$ cat src/rtl/riscv_pkg.sv
// Base RISC-V ISA parameters shared across the core.
package riscv_pkg;

  localparam int MXLEN = 32;

endpackage

$ cat src/rtl/riscv_privileged_pkg.sv
// Privileged-architecture types: CSR addressing, the CSR command bus and Zicsr decode.
package riscv_privileged_pkg;

  typedef logic [11:0] csr_address_t;

  typedef enum logic [1:0] {
    NONE           = 2'd0,
    READ_ONLY      = 2'd1,
    WRITE_ONLY     = 2'd2,
    WRITE_AND_READ = 2'd3
  } csr_command_t;

  typedef enum logic [2:0] {
    CSRRW  = 3'b001,
    CSRRS  = 3'b010,
    CSRRC  = 3'b011,
    CSRRWI = 3'b101,
    CSRRSI = 3'b110,
    CSRRCI = 3'b111
  } csr_funct3_t;

  typedef enum logic [1:0] {
    IDLE   = 2'd0,
    ACCESS = 2'd1,
    WRITE  = 2'd2,
    RESP   = 2'd3
  } csr_access_state_t;

endpackage

$ cat src/rtl/csr_access_unit.sv
// Zicsr executor: turns one CSR instruction into at most one read and one write on the
// exception_handler CSR bus and returns the old CSR value (or an illegal flag) to the core.
module csr_access_unit
  import riscv_pkg::*;
  import riscv_privileged_pkg::*;
(
  input  logic             clock_i,
  input  logic             reset_ni,
  input  logic             req_valid_i,
  output logic             req_ready_o,
  input  logic [2:0]       req_funct3_i,
  input  csr_address_t     req_csr_address_i,
  input  logic [MXLEN-1:0] req_rs1_value_i,
  input  logic [4:0]       req_rs1_index_i,
  input  logic [4:0]       req_rd_index_i,
  output csr_address_t     csr_address_o,
  output csr_command_t     csr_command_o,
  output logic [MXLEN-1:0] csr_write_data_o,
  input  logic [MXLEN-1:0] csr_read_data_i,
  input  logic             csr_read_data_valid_i,
  output logic             rsp_valid_o,
  input  logic             rsp_ready_i,
  output logic [4:0]       rsp_rd_index_o,
  output logic [MXLEN-1:0] rsp_rd_data_o,
  output logic             rsp_illegal_o
);

  csr_access_state_t state_q;
  logic [1:0]        funct3_q;
  logic [MXLEN-1:0]  operand_q;
  logic              write_int_q;
  logic              pre_illegal_q;

  // Request decode, evaluated on the incoming fields so ACCESS can drive a registered command.
  logic [MXLEN-1:0] operand_d;
  logic             is_rw_d;
  logic             write_int_d;
  logic             illegal_d;
  csr_command_t     cmd_d;

  assign operand_d   = req_funct3_i[2] ? {{(MXLEN-5){1'b0}}, req_rs1_index_i} : req_rs1_value_i;
  assign is_rw_d     = (req_funct3_i[1:0] == 2'b01);
  assign write_int_d = is_rw_d || (req_rs1_index_i != 5'd0);
  assign illegal_d   = (req_funct3_i[1:0] == 2'b00) ||
                       (write_int_d && (req_csr_address_i[11:10] == 2'b11));

  always_comb begin
    cmd_d = READ_ONLY;
    if (illegal_d)    cmd_d = NONE;
    else if (is_rw_d) cmd_d = (req_rd_index_i != 5'd0) ? WRITE_AND_READ : WRITE_ONLY;
  end

  logic [MXLEN-1:0] set_clr_data;
  logic [MXLEN-1:0] rd_value;
  assign set_clr_data = funct3_q[0] ? (csr_read_data_i & ~operand_q)
                                    : (csr_read_data_i | operand_q);
  assign rd_value     = (rsp_rd_index_o != 5'd0) ? csr_read_data_i : '0;

  always_ff @(posedge clock_i or negedge reset_ni) begin
    if (!reset_ni) begin
      state_q          <= IDLE;
      funct3_q         <= '0;
      operand_q        <= '0;
      write_int_q      <= 1'b0;
      pre_illegal_q    <= 1'b0;
      req_ready_o      <= 1'b1;
      csr_address_o    <= '0;
      csr_command_o    <= NONE;
      csr_write_data_o <= '0;
      rsp_valid_o      <= 1'b0;
      rsp_rd_index_o   <= '0;
      rsp_rd_data_o    <= '0;
      rsp_illegal_o    <= 1'b0;
    end else begin
      case (state_q)
        IDLE: begin
          if (req_valid_i) begin
            state_q          <= ACCESS;
            req_ready_o      <= 1'b0;
            funct3_q         <= req_funct3_i[1:0];
            operand_q        <= operand_d;
            write_int_q      <= write_int_d;
            pre_illegal_q    <= illegal_d;
            csr_address_o    <= req_csr_address_i;
            rsp_rd_index_o   <= req_rd_index_i;
            rsp_illegal_o    <= 1'b0;
            rsp_rd_data_o    <= '0;
            csr_command_o    <= cmd_d;
            csr_write_data_o <= (is_rw_d && !illegal_d) ? operand_d : '0;
          end
        end
        ACCESS: begin
          csr_command_o    <= NONE;
          csr_write_data_o <= '0;
          if (pre_illegal_q || !csr_read_data_valid_i) begin
            state_q       <= RESP;
            rsp_valid_o   <= 1'b1;
            rsp_illegal_o <= 1'b1;
            rsp_rd_data_o <= '0;
          end else if (funct3_q[1] && write_int_q) begin
            // Set/clear: the modify-write uses the value read at this very edge.
            state_q          <= WRITE;
            rsp_rd_data_o    <= rd_value;
            csr_command_o    <= WRITE_ONLY;
            csr_write_data_o <= set_clr_data;
          end else begin
            state_q       <= RESP;
            rsp_valid_o   <= 1'b1;
            rsp_rd_data_o <= rd_value;
          end
        end
        WRITE: begin
          state_q          <= RESP;
          rsp_valid_o      <= 1'b1;
          csr_command_o    <= NONE;
          csr_write_data_o <= '0;
        end
        RESP: begin
          if (rsp_ready_i) begin
            state_q     <= IDLE;
            rsp_valid_o <= 1'b0;
            req_ready_o <= 1'b1;
          end
        end
        default: state_q <= IDLE;
      endcase
    end
  end

endmodule

$ cat config.mk
export PLATFORM = sky130hd
export DESIGN_NAME = csr_access_unit
export DESIGN_NICKNAME = d
export VERILOG_FILES = /design/src/rtl/riscv_pkg.sv /design/src/rtl/riscv_privileged_pkg.sv /design/src/rtl/csr_access_unit.sv
export SDC_FILE = /design/constraint.sdc
export NUM_CORES = 1
export LEC_CHECK = 0
export ABC_AREA = 1
export ABC_CLOCK_PERIOD_IN_PS = 2260
export CAP_MARGIN = 25
export CORE_MARGIN = 1.5
export CORE_UTILIZATION = 45
export DETAILED_ROUTE_END_ITERATION = 16
export GPL_ROUTABILITY_DRIVEN = 0
export HOLD_SLACK_MARGIN = 0.1
export PLACE_DENSITY_LB_ADDON = 0.15
export SKIP_LAST_GASP = 1
export SLEW_MARGIN = 15
export SYNTH_ARGS = -nofsm -noshare
export SYNTH_HDL_FRONTEND = slang
export SYNTH_SLANG_ARGS = --single-unit
$ cat constraint.sdc
create_clock -name clock_i -period 2.26 [get_ports clock_i]
set_clock_uncertainty 0.2 [all_clocks]
set_input_delay 0.226 -clock clock_i [delete_from_list [all_inputs] [get_ports clock_i]]
set_output_delay 0.226 -clock clock_i [all_outputs]
set_load 0.005 [all_outputs]
### Word-level counts from Yosys, hierarchy flattened

Index checks and enable logic that the tools add are counted.

* bits in latches: 0
* ROM bits: 0
* bits in writable memories: 0
* register bits: 124
* logic and storage cells: 81
* memories: 0
* input port bits: 94

* multiply operators: 0
* shift-type cells: 0
* reduce and logical (&&, ||, !) cells: 24
* equal/unequal tests: 9
* order comparisons: 0
* bitwise logic cells: 3
* multiplexer cells: 32
* divide/modulo/power cells: 0
* add/subtract/negate cells: 0

Operators with widths (count)
* two-way mux 32 bit: 9
* one-hot mux 32 bit (3 select lines): 1
* one-hot mux 32 bit (2 select lines): 1
* AND 32 bit: 1
* NOT 32 bit: 1
* bitwise OR 32 bit: 1
* nonzero test 5 bit: 3
* two-way mux 2 bit: 7
* two-way mux 1 bit: 9
* AND reduction 3 bit: 3
* one-hot mux 2 bit (4 select lines): 1
* AND reduction 2 bit: 4
* == test 2 bit, second input constant: 3
* != test 2 bit, second input constant: 3
* one-hot mux 2 bit (3 select lines): 1
* nonzero test 3 bit: 2
* == test 2 x 1 -> 1 bit, second input constant: 2
* zero test 2 bit: 2
* one-hot mux 1 bit (2 select lines): 2
* nonzero test 2 bit: 2
* logical AND 1 bit: 3
* logical OR 1 bit: 3
* != test 3 bit, second input constant: 1
* one-hot mux 1 bit (3 select lines): 1
* zero test 1 bit: 2

### Longest topological paths before layout

Gate-level depths: netlist (run 1).

* depth after elaboration: 9
* gate-level depth with buffers: 8

### Least setup slack after synthesis (run 1)

Ideal clock, no wire load.

* path type: flip-flop to flip-flop
* start point: register state_q[0]
* end point: register csr_command_o[1]
* arrival: 1.402 ns
* path slack: 0.502 ns
* stages on the path, launching flop included: 8
* path buffers: 2
* setup time: 0.156 ns
* cell sequence: dfrtp_1 -> inv_1 -> ha_1 -> inv_2 -> o21ai_2 -> buf_4 -> buf_2 -> a31oi_1

* word-level cells in the longest chain between the ends: 3
* elaborated cells on any way between the ends: 7
* classes of those cells: eq/ne (3); mux (1); reduce/logical (3)

RTL lines
* from (decl): RTL line csr_access_unit.sv:28 `csr_access_state_t state_q;`
* from (signal assigned): RTL line csr_access_unit.sv:61 `state_q <= IDLE;`
* from (signal assigned): RTL line csr_access_unit.sv:78 `state_q <= ACCESS;`
* from (signal assigned): RTL line csr_access_unit.sv:96 `state_q <= RESP;`
* == test 2 x 1 -> 1 bit (tied with other cells): RTL line csr_access_unit.sv:75 `case (state_q)`
* nonzero test 3 bit (no source line) / != test 2 bit (equally long branches)
* AND reduction 2 bit (no source line)
* to (signal assigned): RTL line csr_access_unit.sv:88 `csr_command_o <= cmd_d;`
* to (decl): RTL line csr_access_unit.sv:17 `output csr_command_t csr_command_o,`

Parallel ways exist; a longest one is shown, timed or not.
A chain may end at the register's enable or synchronous reset.

### Final worst setup path (run 1)

* start point: register state_q[1]
* end point: register csr_write_data_o[24]

* word-level cells in the longest chain between the ends: 3
* elaborated cells on any way between the ends: 7
* classes of those cells: eq/ne (3); mux (1); reduce/logical (3)

RTL lines
* == test 2 x 1 -> 1 bit (tied with other cells): RTL line csr_access_unit.sv:75
* nonzero test 3 bit (no source line) / != test 2 bit (equally long branches)
* AND reduction 2 bit (no source line)
* to (signal assigned): RTL line csr_access_unit.sv:89 `csr_write_data_o <= (is_rw_d && !illegal_d) ? operand_d : '0;`
* to (signal assigned): RTL line csr_access_unit.sv:105 `csr_write_data_o <= set_clr_data;`
* to (decl): RTL line csr_access_unit.sv:18 `output logic [MXLEN-1:0] csr_write_data_o,`

Parallel ways exist; a longest one is shown, timed or not.

==> flow_summary.yaml, run 1 <==
status:
  status: "finished clean"
synth:
  synth_top_area_share_pct: 53.2
  avgSynthCellArea_um2: 7.67
  synth_top_family_by_area: "simple AND/OR/NAND/NOR gates"
  seq_area_frac_synth_pct: 53.6
  yosys.area_share.simple_pct: 26.2
  synth_edf_count: 0
  synth_compound_area_share_pct: 11.5
  ys.warnings.count: 0
  synth_nets: 852
  ys_ff_latch: 124
  syn_inst: 755
  syn_area_mm2: 0.00579
  synth_cell_types: 22
  synth.most_common_cell: "nand2_1"
  synthMuxAreaShare_pct: 0
  yosys.area_share.xor_xnor_pct: 0
  yosys-top-cells-area: "dfrtp_1 53%, nand2_1 18%, nor2_1 6.0%, o21ai_0 5.0%, inv_1 5.0%"
  synth_fa_ha_area_share_pct: 0.648
  synth_top_cell_by_area: "dfrtp_1"
  synthFlopType: "dfrtp_1"
  synthTopCellsByCount: "284 x nand2_1, 123 x dfrtp_1, 92 x nor2_1"
  async_flop_share_pct: 100
drt:
  finalWirelength_um: 16400
  dr.pass1.iters: 5
  dr_total_vias: 5573
  wire_per_inst_um: 14.6
  drtAntennaViolNets: 0
  vias_per_cell: 4.97
  drc: 0
  dr.first_iter.drc_count: 348
pwr:
  p_comb_share_pct: 46.6
  power.share.clock_pct: 21.0
  p_seq_share_pct: 32.4
  p_leak_uw: 0.00408
  switching_power_uw: 4470
  ir_drop_mv: 0.662
  internal_power_uw: 7420
  swShare_pct: 37.6
  p_per_area_mw_per_mm2: 1410
global_routing:
  grt.overflow.total: 0
  globalRouteTotalUtil_pct: 25.4
  antenna_found_initial: 0
  grt_pass1_wl_um: 26400
  grt_pass1_vias: 5567
  grt_max_degree: 53
final_layout:
  fin_nets: 1032
  fin_util_pct: 67.1
  regArea_mm2: 0.00310
  area_growth_pct: 45.7
  drive_gt1_share_pct: 5.38
  multi_input_area_mm2: 0.00224
  num-fill-cells: 1056
critical_path:
  path_class: "register to register"
  startpoint_type: "register"
  crit_start: "state_q[1]"
  r2r_setup_slack_ps: 150
  r2r-start: "state_q[1]"
  path_max_fanout: 52
  crit_path_end_kind: "register"
  cp.arrival_ps: 2210
  cp.required_ps: 2360
clock_tree:
  cts.reportedPaths.clkPinSlew_ps: 60
  post-cts-setup-buffers: 0
  clock_sinks: 124
  clock_tree.buffer_depth: 2
  h-tree-depth: 4
  cts_tree: "done"
  numCtsBuffers: 17
  clockRootBuffer: "clkbuf_16"
  clkLatencyLatePin_ps: 410
sta:
  rsz0062_at_grt: "no"
  setup_viol: 0
  slew_headroom_pct: 64.1
  fin_tns_setup_ps: 0
  report.final.slew_viol_count: 0
  fmax_ghz: 0.473
  fin_crit_sh_pct: 93.5
  finalCriticalPeriod_ps: 2110
  hold_viol_final: 0
  worstMarginPinSlew_ps: 532
die:
  start_util_pct: 46.1
  coreArea_mm2: 0.0126
  dieArea_mm2: 0.0136
  core.rowCount: 41
  die_h_um: 116
  num_io_pins: 180
  die-width_um: 116
placement:
  hpwl_um: 11300
  io_buffers: 179
worst_hold_path:
  hold_class: "primary input to asynchronous set/reset pin"
job:
  maxCapViolations: 0
## layout by cell type, fill, tap and decap left out, drive strengths merged, types with 19 or more instances in the layout
| cell type | instances |
|---|---|
| a21oi | 29 |
| nand2 | 284 |
| clkdlybuf4s50 | 178 |
| buf | 19 |
| dfrtp | 123 |
| nor2 | 92 |
| inv | 78 |
| o21ai | 59 |
| clkbuf | 24 |
| o211ai | 23 |
## power groups by stage
stage          clock (uW)  sequential, uW  combinational (uW)
2_1_floorplan           0            3810                2900
3_3_place_gp            0            3840                5390
3_5_place_dp            0            3870                5560
4_1_cts              2540            3850                5590
5_1_grt              2660            3970                6220
6_report             2500            3850                5550
## final timing paths
path                            depth (start not counted)                    to
worst max-delay path                                    8  csr_write_data_o[24]
worst min-delay path                                    2      csr_address_o[5]
worst max register to register                          8  csr_write_data_o[24]
worst min register to register                          2      csr_address_o[5]
max in group asynchronous                               3           req_ready_o
min in group clock_i                                    3      csr_address_o[9]
## layout make-up
type	instances	share of cell area [%]
sequential	124	36.8
multi-input combinational	515	26.5
timing repair buffer	198	24.2
clock buffer	24	5.59
inverter	79	3.51
tap	172	2.55
clock inverter	8	0.830
antenna	1	0.0297
## cells by family (layout without fill, tap and decap cells)
logic type / count (synthesis) / in the layout
compound gates: 118 / 118
buf+inv: 116 / 309
flops: 124 / 124
other cells: 0 / 1
simple gates: 394 / 394
fa+ha+maj: 3 / 3
## flip-flops by register name, indices dropped and copies added, names as in the netlist
| signal | cells |
|---|---|
| rsp_rd_data_o | 32 |
| req_ready_o | 1 |
| funct3_q | 2 |
| csr_command_o | 2 |
| write_int_q | 1 |
| csr_address_o | 12 |
| state_q | 2 |
| rsp_valid_o | 1 |
| operand_q | 32 |
| csr_write_data_o | 32 |
| rsp_rd_index_o | 5 |
| pre_illegal_q | 1 |
| rsp_illegal_o | 1 |
## critical path, stage by stage (launching register included)
cell     delay [ps]
dfrtp_1         400
inv_1            90
ha_1            430
inv_2           100
o21ai_4         190
buf_12          270
nand2_1         100
nor2_1          140
nor2_1           60
## per-layer routing
metal	global-route usage, %	share of wire [%]	up-vias
met5	0	0	-
met4	12.0	2.0	0
met3	7.01	7.7	22
met2	39.8	47	216
met1	32.8	43	2615
li1	-	-	2720
## metrics by stage
stage          power, uW  worst slack [ps]  std cells  area (um2)  hold slack [ps]
2_1_floorplan       6710               502        755        5790             -270
3_3_place_gp        9230               268       1087        7880           -0.560
3_5_place_dp        9430               180       1087        7880             2.56
4_1_cts            12000               174       1120        8430              100
5_1_grt            12800              38.0       1120        8440              120
6_report           11900               148       1121        8440              109
## repair_timing
| item | 4_1_cts | 5_1_grt |
|---|---|---|
| hold buffers | 1 | 0 |
| endpoints found under the setup margin | 0 | 1 |
| endpoints found under the hold margin | 123 | 0 |
| resized for setup | 0 | 1 |
No activity file was read; power rests on OpenSTA's default activity.
==> run 2, diff against run 1 <==
--- a/config.mk
+++ b/config.mk
@@ -8,6 +8,7 @@
 export ABC_AREA = 1
 export ABC_CLOCK_PERIOD_IN_PS = 2260
 export CAP_MARGIN = 25
+export CORE_ASPECT_RATIO = 0.8
 export CORE_MARGIN = 1.5
 export CORE_UTILIZATION = 45
 export DETAILED_ROUTE_END_ITERATION = 16
==> run 2 against run 1 <==
Clock power is 5% lower. Non-clock buffer count is 8 higher. Critical path depth stayed put. Utilization is 1.3 points higher. Design area is 0.16% higher. Highest routed layer unchanged. Wire length is 4.0% higher. Sequential power hardly changed. Maximum frequency is 1.9% higher. Sequential cell count stayed put. Via count is 1.7% higher.
==> flow_summary.yaml, run 2 (synthesis results as in run 1) <==
sta:
  slew_headroom_pct: 66.1
  setup_viol: 0
  rsz0062_at_grt: "no"
  fmax_ghz: 0.483
  whs_ps: 151
  worstMarginPinSlew_ps: 508
  fin_crit_sh_pct: 91.7
  finalCriticalPeriod_ps: 2070
  hold_viol_final: 0
  fin_tns_setup_ps: 0
  report.final.slew_viol_count: 0
global_routing:
  grt_pass1_wl_um: 27600
  grt_pass1_vias: 5462
  globalRouteTotalUtil_pct: 26.4
  antenna_found_initial: 0
  grt_max_degree: 70
  grt.overflow.total: 0
critical_path:
  startpoint_type: "register"
  worst-path-buf-inv: 4
  path_max_fanout: 23
  critPathTopFamily: "buffers and inverters"
  crit_path_end_kind: "register"
  crit_chain: "inv_1 > ha_1 > nand2_2 > buf_4 > clkinv_1 > buf_4 > nor2_1 > a31oi_1"
  path_class: "register to register"
  crit_top_cell: "buf_4"
  worst_path_max_delay_cell: "dfrtp_1"
  cp.required_ps: 2390
  cp.arrival_ps: 2200
  slowest_delay_ps: 420
pwr:
  p_seq_share_pct: 31.9
  p_leak_uw: 0.00410
  p_per_area_mw_per_mm2: 1430
  power.share.clock_pct: 19.7
  ir_drop_mv: 0.770
  switching_power_uw: 4550
  p_comb_share_pct: 48.4
  internal_power_uw: 7530
  finalPower_uw: 12100
  swShare_pct: 37.7
clock_tree:
  clock_tree.buffer_depth: 2
  clockRootBuffer: "clkbuf_16"
  h-tree-depth: 4
  clock_sinks: 124
  numCtsBuffers: 17
  clkLatencyLatePin_ps: 410
  cts.reportedPaths.clkPinSlew_ps: 50
  cts_tree: "done"
die:
  start_util_pct: 46.9
  coreArea_mm2: 0.0123
  dieArea_mm2: 0.0136
  die_h_um: 104
  core.rowCount: 36
  num_io_pins: 180
  die-width_um: 130
final_layout:
  area_growth_pct: 46.0
  mostFrequentLayoutCells: "283 x nand2_1, 178 x clkdlybuf4s50_1, 123 x dfrtp_1, 92 x nor2_1, 77 x inv_1"
  final_area_mm2: 0.00845
  antenna_cells: 0
  regArea_mm2: 0.00310
  top_regs: "csr_write_data_o (32), operand_q (32), rsp_rd_data_o (32)"
  num-fill-cells: 1007
  multi_input_area_mm2: 0.00224
  fin_util_pct: 68.5
  mostFrequentLayoutCell: "nand2_1"
  fin_nets: 1040
  drive_gt1_share_pct: 5.67
drt:
  drc: 0
  drtAntennaViolNets: 0
  dr_total_vias: 5665
  dr.pass1.iters: 5
  dr.first_iter.drc_count: 310
  finalWirelength_um: 17100
  wire_per_inst_um: 15.2
  vias_per_cell: 5.04
status:
  status: "finished clean"
placement:
  dpl_cell_area_mm2: 0.00787
  io_buffers: 179
  hpwl_um: 11800
job:
  maxCapViolations: 0
worst_hold_path:
  hold_class: "primary input to register"
[run 2: repair_timing]
item                                    4_1_cts  5_1_grt
setup buffers                                 0        5
gates resized for setup                       0        0
hold endpoints to repair                    124        0
hold buffers                                  2        0
endpoints found under the setup margin        0       15
[run 2: worst paths after layout]
| check | from | end | slack (ps) | depth (start not counted) |
|---|---|---|---|---|
| worst min register to register | csr_address_o[7] | csr_address_o[7] | 280 | 2 |
| worst min-delay path | req_csr_address_i[0] | csr_address_o[0] | 150 | 3 |
| worst max register to register | state_q[0] | operand_q[3] | 190 | 8 |
| max in group asynchronous | reset_ni | rsp_rd_data_o[29] | 1220 | 3 |
| worst max-delay path | state_q[0] | operand_q[3] | 190 | 8 |
| min in group asynchronous | reset_ni | rsp_rd_data_o[28] | 190 | 3 |
[run 2: metrics by stage]
stage | setup WS (ps) | instances
floorplan | 502 | 755
global placement | 249 | 1088
detailed placement | 118 | 1088
CTS | 49.3 | 1119
global route | 53.8 | 1124
finish | 188 | 1124
[run 2: area by class of cell]
| cell class | instances | area share, % |
|---|---|---|
| repair buffers | 206 | 24.7 |
| clock buffers | 27 | 5.95 |
| flip-flops and latches | 124 | 36.7 |
| clock inverters | 2 | 0.118 |
| well taps | 171 | 2.53 |
| inverters | 79 | 3.51 |
| multi-input cells | 515 | 26.5 |
[run 2: routing by layer]
metal / routed length, um / up-vias / global-route usage (%)
met5: 0 / - / 0
met4: 229 / 0 / 8.97
met3: 1400 / 23 / 7.56
met2: 7950 / 225 / 40.9
met1: 7480 / 2675 / 35.5
li1: - / 2742 / -
[run 2: power by group through the flow]
stage	Sequential, uW	Clock, uW	Combinational [uW]
6_report	3850	2380	5850
5_1_grt	3950	2540	6530
4_1_cts	3850	2430	5670
3_5_place_dp	3860	0	5610
3_3_place_gp	3810	0	5370
2_1_floorplan	3810	0	2900
[run 2: tightest hold or removal path: cells and delay by family]
family / cells / cell delay [ps]
simple gates: 2 / 100
buf+inv: 1 / 390
==> run 3, diff against run 2 <==
--- a/config.mk
+++ b/config.mk
@@ -9,7 +9,7 @@
 export ABC_CLOCK_PERIOD_IN_PS = 2260
 export CAP_MARGIN = 25
 export CORE_ASPECT_RATIO = 0.8
-export CORE_MARGIN = 1.5
+export CORE_MARGIN = 10
 export CORE_UTILIZATION = 45
 export DETAILED_ROUTE_END_ITERATION = 16
 export GPL_ROUTABILITY_DRIVEN = 0
==> run 3 against run 2 <==
Hold slack worse by 15 ps. Design area is 0.84% higher. Non-clock buffer count is 2 lower. First-iteration DRC count is 45% higher. Sequential share of layout area is 0.31 points lower. Global-route usage is 5.2 points lower. Sequential power hardly changed. Critical endpoint is now rsp_rd_data_o[28].
==> flow_summary.yaml, run 3 (synthesis results as in run 1) <==
final_layout:
  mostFrequentLayoutCell: "nand2_1"
  antenna_cells: 0
  mostFrequentLayoutCells: "283 x nand2_1, 178 x clkdlybuf4s50_1, 123 x dfrtp_1, 92 x nor2_1, 77 x inv_1"
  area_growth_pct: 47.2
  top_regs: "csr_write_data_o (32), operand_q (32), rsp_rd_data_o (32)"
  drive_gt1_share_pct: 6.39
  fin_nets: 1038
  num-fill-cells: 981
pwr:
  ir_drop_mv: 0.696
  p_leak_uw: 0.00413
  p_per_area_mw_per_mm2: 1450
sta:
  fin_tns_setup_ps: 0
  finalCriticalPeriod_ps: 2100
  report.final.slew_viol_count: 0
  whs_ps: 136
  worstMarginPinSlew_ps: 917
  fin_crit_sh_pct: 92.9
  rsz0062_at_grt: "no"
  slew_headroom_pct: 38.6
  fmax_ghz: 0.476
  setup_viol: 0
  hold_viol_final: 0
  postLayoutSetupSlackWorst_ps: 160
placement:
  io_buffers: 179
  dp_slack_ps: 130
  hpwl_um: 13300
die:
  coreArea_mm2: 0.0124
  dieArea_mm2: 0.0178
  core.rowCount: 36
  die_h_um: 121
  num_io_pins: 180
  die-width_um: 147
  start_util_pct: 46.7
global_routing:
  grt_pass1_wl_um: 30600
  use_met1_pct: 25.7
  globalRouteTotalUtil_pct: 21.2
  grt.overflow.total: 0
  use_met2_pct: 34.0
  top_usage_layer: "met2"
  grt_max_degree: 47
  grt_pass1_vias: 6089
  antenna_found_initial: 1
  use_met3_pct: 7.53
clock_tree:
  post-cts-setup-buffers: 0
  clock_tree.buffer_depth: 2
  numCtsBuffers: 17
  cts_resized: 0
  clockRootBuffer: "clkbuf_16"
  clock_sinks: 124
  clkLatencyLatePin_ps: 410
  cts_tree: "done"
  cts.reportedPaths.clkPinSlew_ps: 60
  h-tree-depth: 4
drt:
  drtAntennaViolNets: 0
  vias_per_cell: 5.00
  drc: 0
  dr.pass1.iters: 5
  dr_total_vias: 5625
  dr.first_iter.drc_count: 449
  wire_per_inst_um: 16.6
  finalWirelength_um: 18600
critical_path:
  cp.required_ps: 2340
  startpoint_type: "register"
  cp.arrival_ps: 2180
  crit_path_end_kind: "register"
  path_class: "register to register"
  slowest_delay_ps: 420
  crit_chain: "inv_1 > ha_1 > nand2_2 > o21ai_0 > inv_1 > buf_12 > nand2_1 > o21ai_0"
  worst_path_max_delay_cell: "dfrtp_1"
  path_max_fanout: 27
job:
  maxCapViolations: 0
worst_hold_path:
  hold_class: "primary input to asynchronous set/reset pin"
status:
  status: "finished clean"
[run 3: area by class of cell]
cell class	instances	area (um2)	share of cell area [%]
repair buffers	204	2070	24.3
clock buffers	20	457	5.36
flip-flops and latches	124	3100	36.4
clock inverters	12	145	1.70
inverters	79	297	3.48
multi-input cells	515	2240	26.3
well taps	171	214	2.51
[run 3: final timing paths]
path	start	endpoint	slack, ps	cells after the start
min in group clock_i	req_csr_address_i[6]	csr_address_o[6]	150	3
setup reg to reg	state_q[1]	rsp_rd_data_o[28]	160	8
setup / recovery	state_q[1]	rsp_rd_data_o[28]	160	8
hold reg to reg	csr_address_o[9]	csr_address_o[9]	280	2
hold / removal	reset_ni	operand_q[27]	140	2
max in group asynchronous	reset_ni	rsp_rd_data_o[12]	1080	3
[run 3: per-stage QoR]
step | cell area (um2) | cells | power [uW] | utilization, %
2_1_floorplan | 5790 | 755 | 6710 | -
3_3_place_gp | 7910 | 1092 | 9330 | 63.9
3_5_place_dp | 7910 | 1092 | 9580 | 63.9
4_1_cts | 8520 | 1125 | 12500 | 68.8
5_1_grt | 8520 | 1125 | 13300 | 68.8
6_report | 8520 | 1125 | 12400 | 68.8
[run 3: layer usage]
metal	share of wire [%]	up-vias
li1	-	2728
met1	42	2647
met2	47	219
met3	9.3	29
met4	2.1	2
met5	0.059	-
[run 3: power by group]
| group | internal, uW | switching (uW) |
|---|---|---|
| registers | 3230 | 615 |
| logic | 2690 | 3060 |
| clock network | 1780 | 986 |
| total | 7690 | 4660 |
[run 3: worst max-delay path: cells and delay by family, from the launching register on]
family	cells	cell delay (ps)
AO/OA/AOI/OAI	2	250
adder cells (fa/ha/maj)	1	310
buffers and inverters	3	540
flip-flops	1	420
AND/OR/NAND/NOR	2	240
[run 3: what timing repair did]
action                                 CTS  global route
hold buffers                             1             0
endpoints found under the hold margin  124             0
setup endpoints to repair                0             0
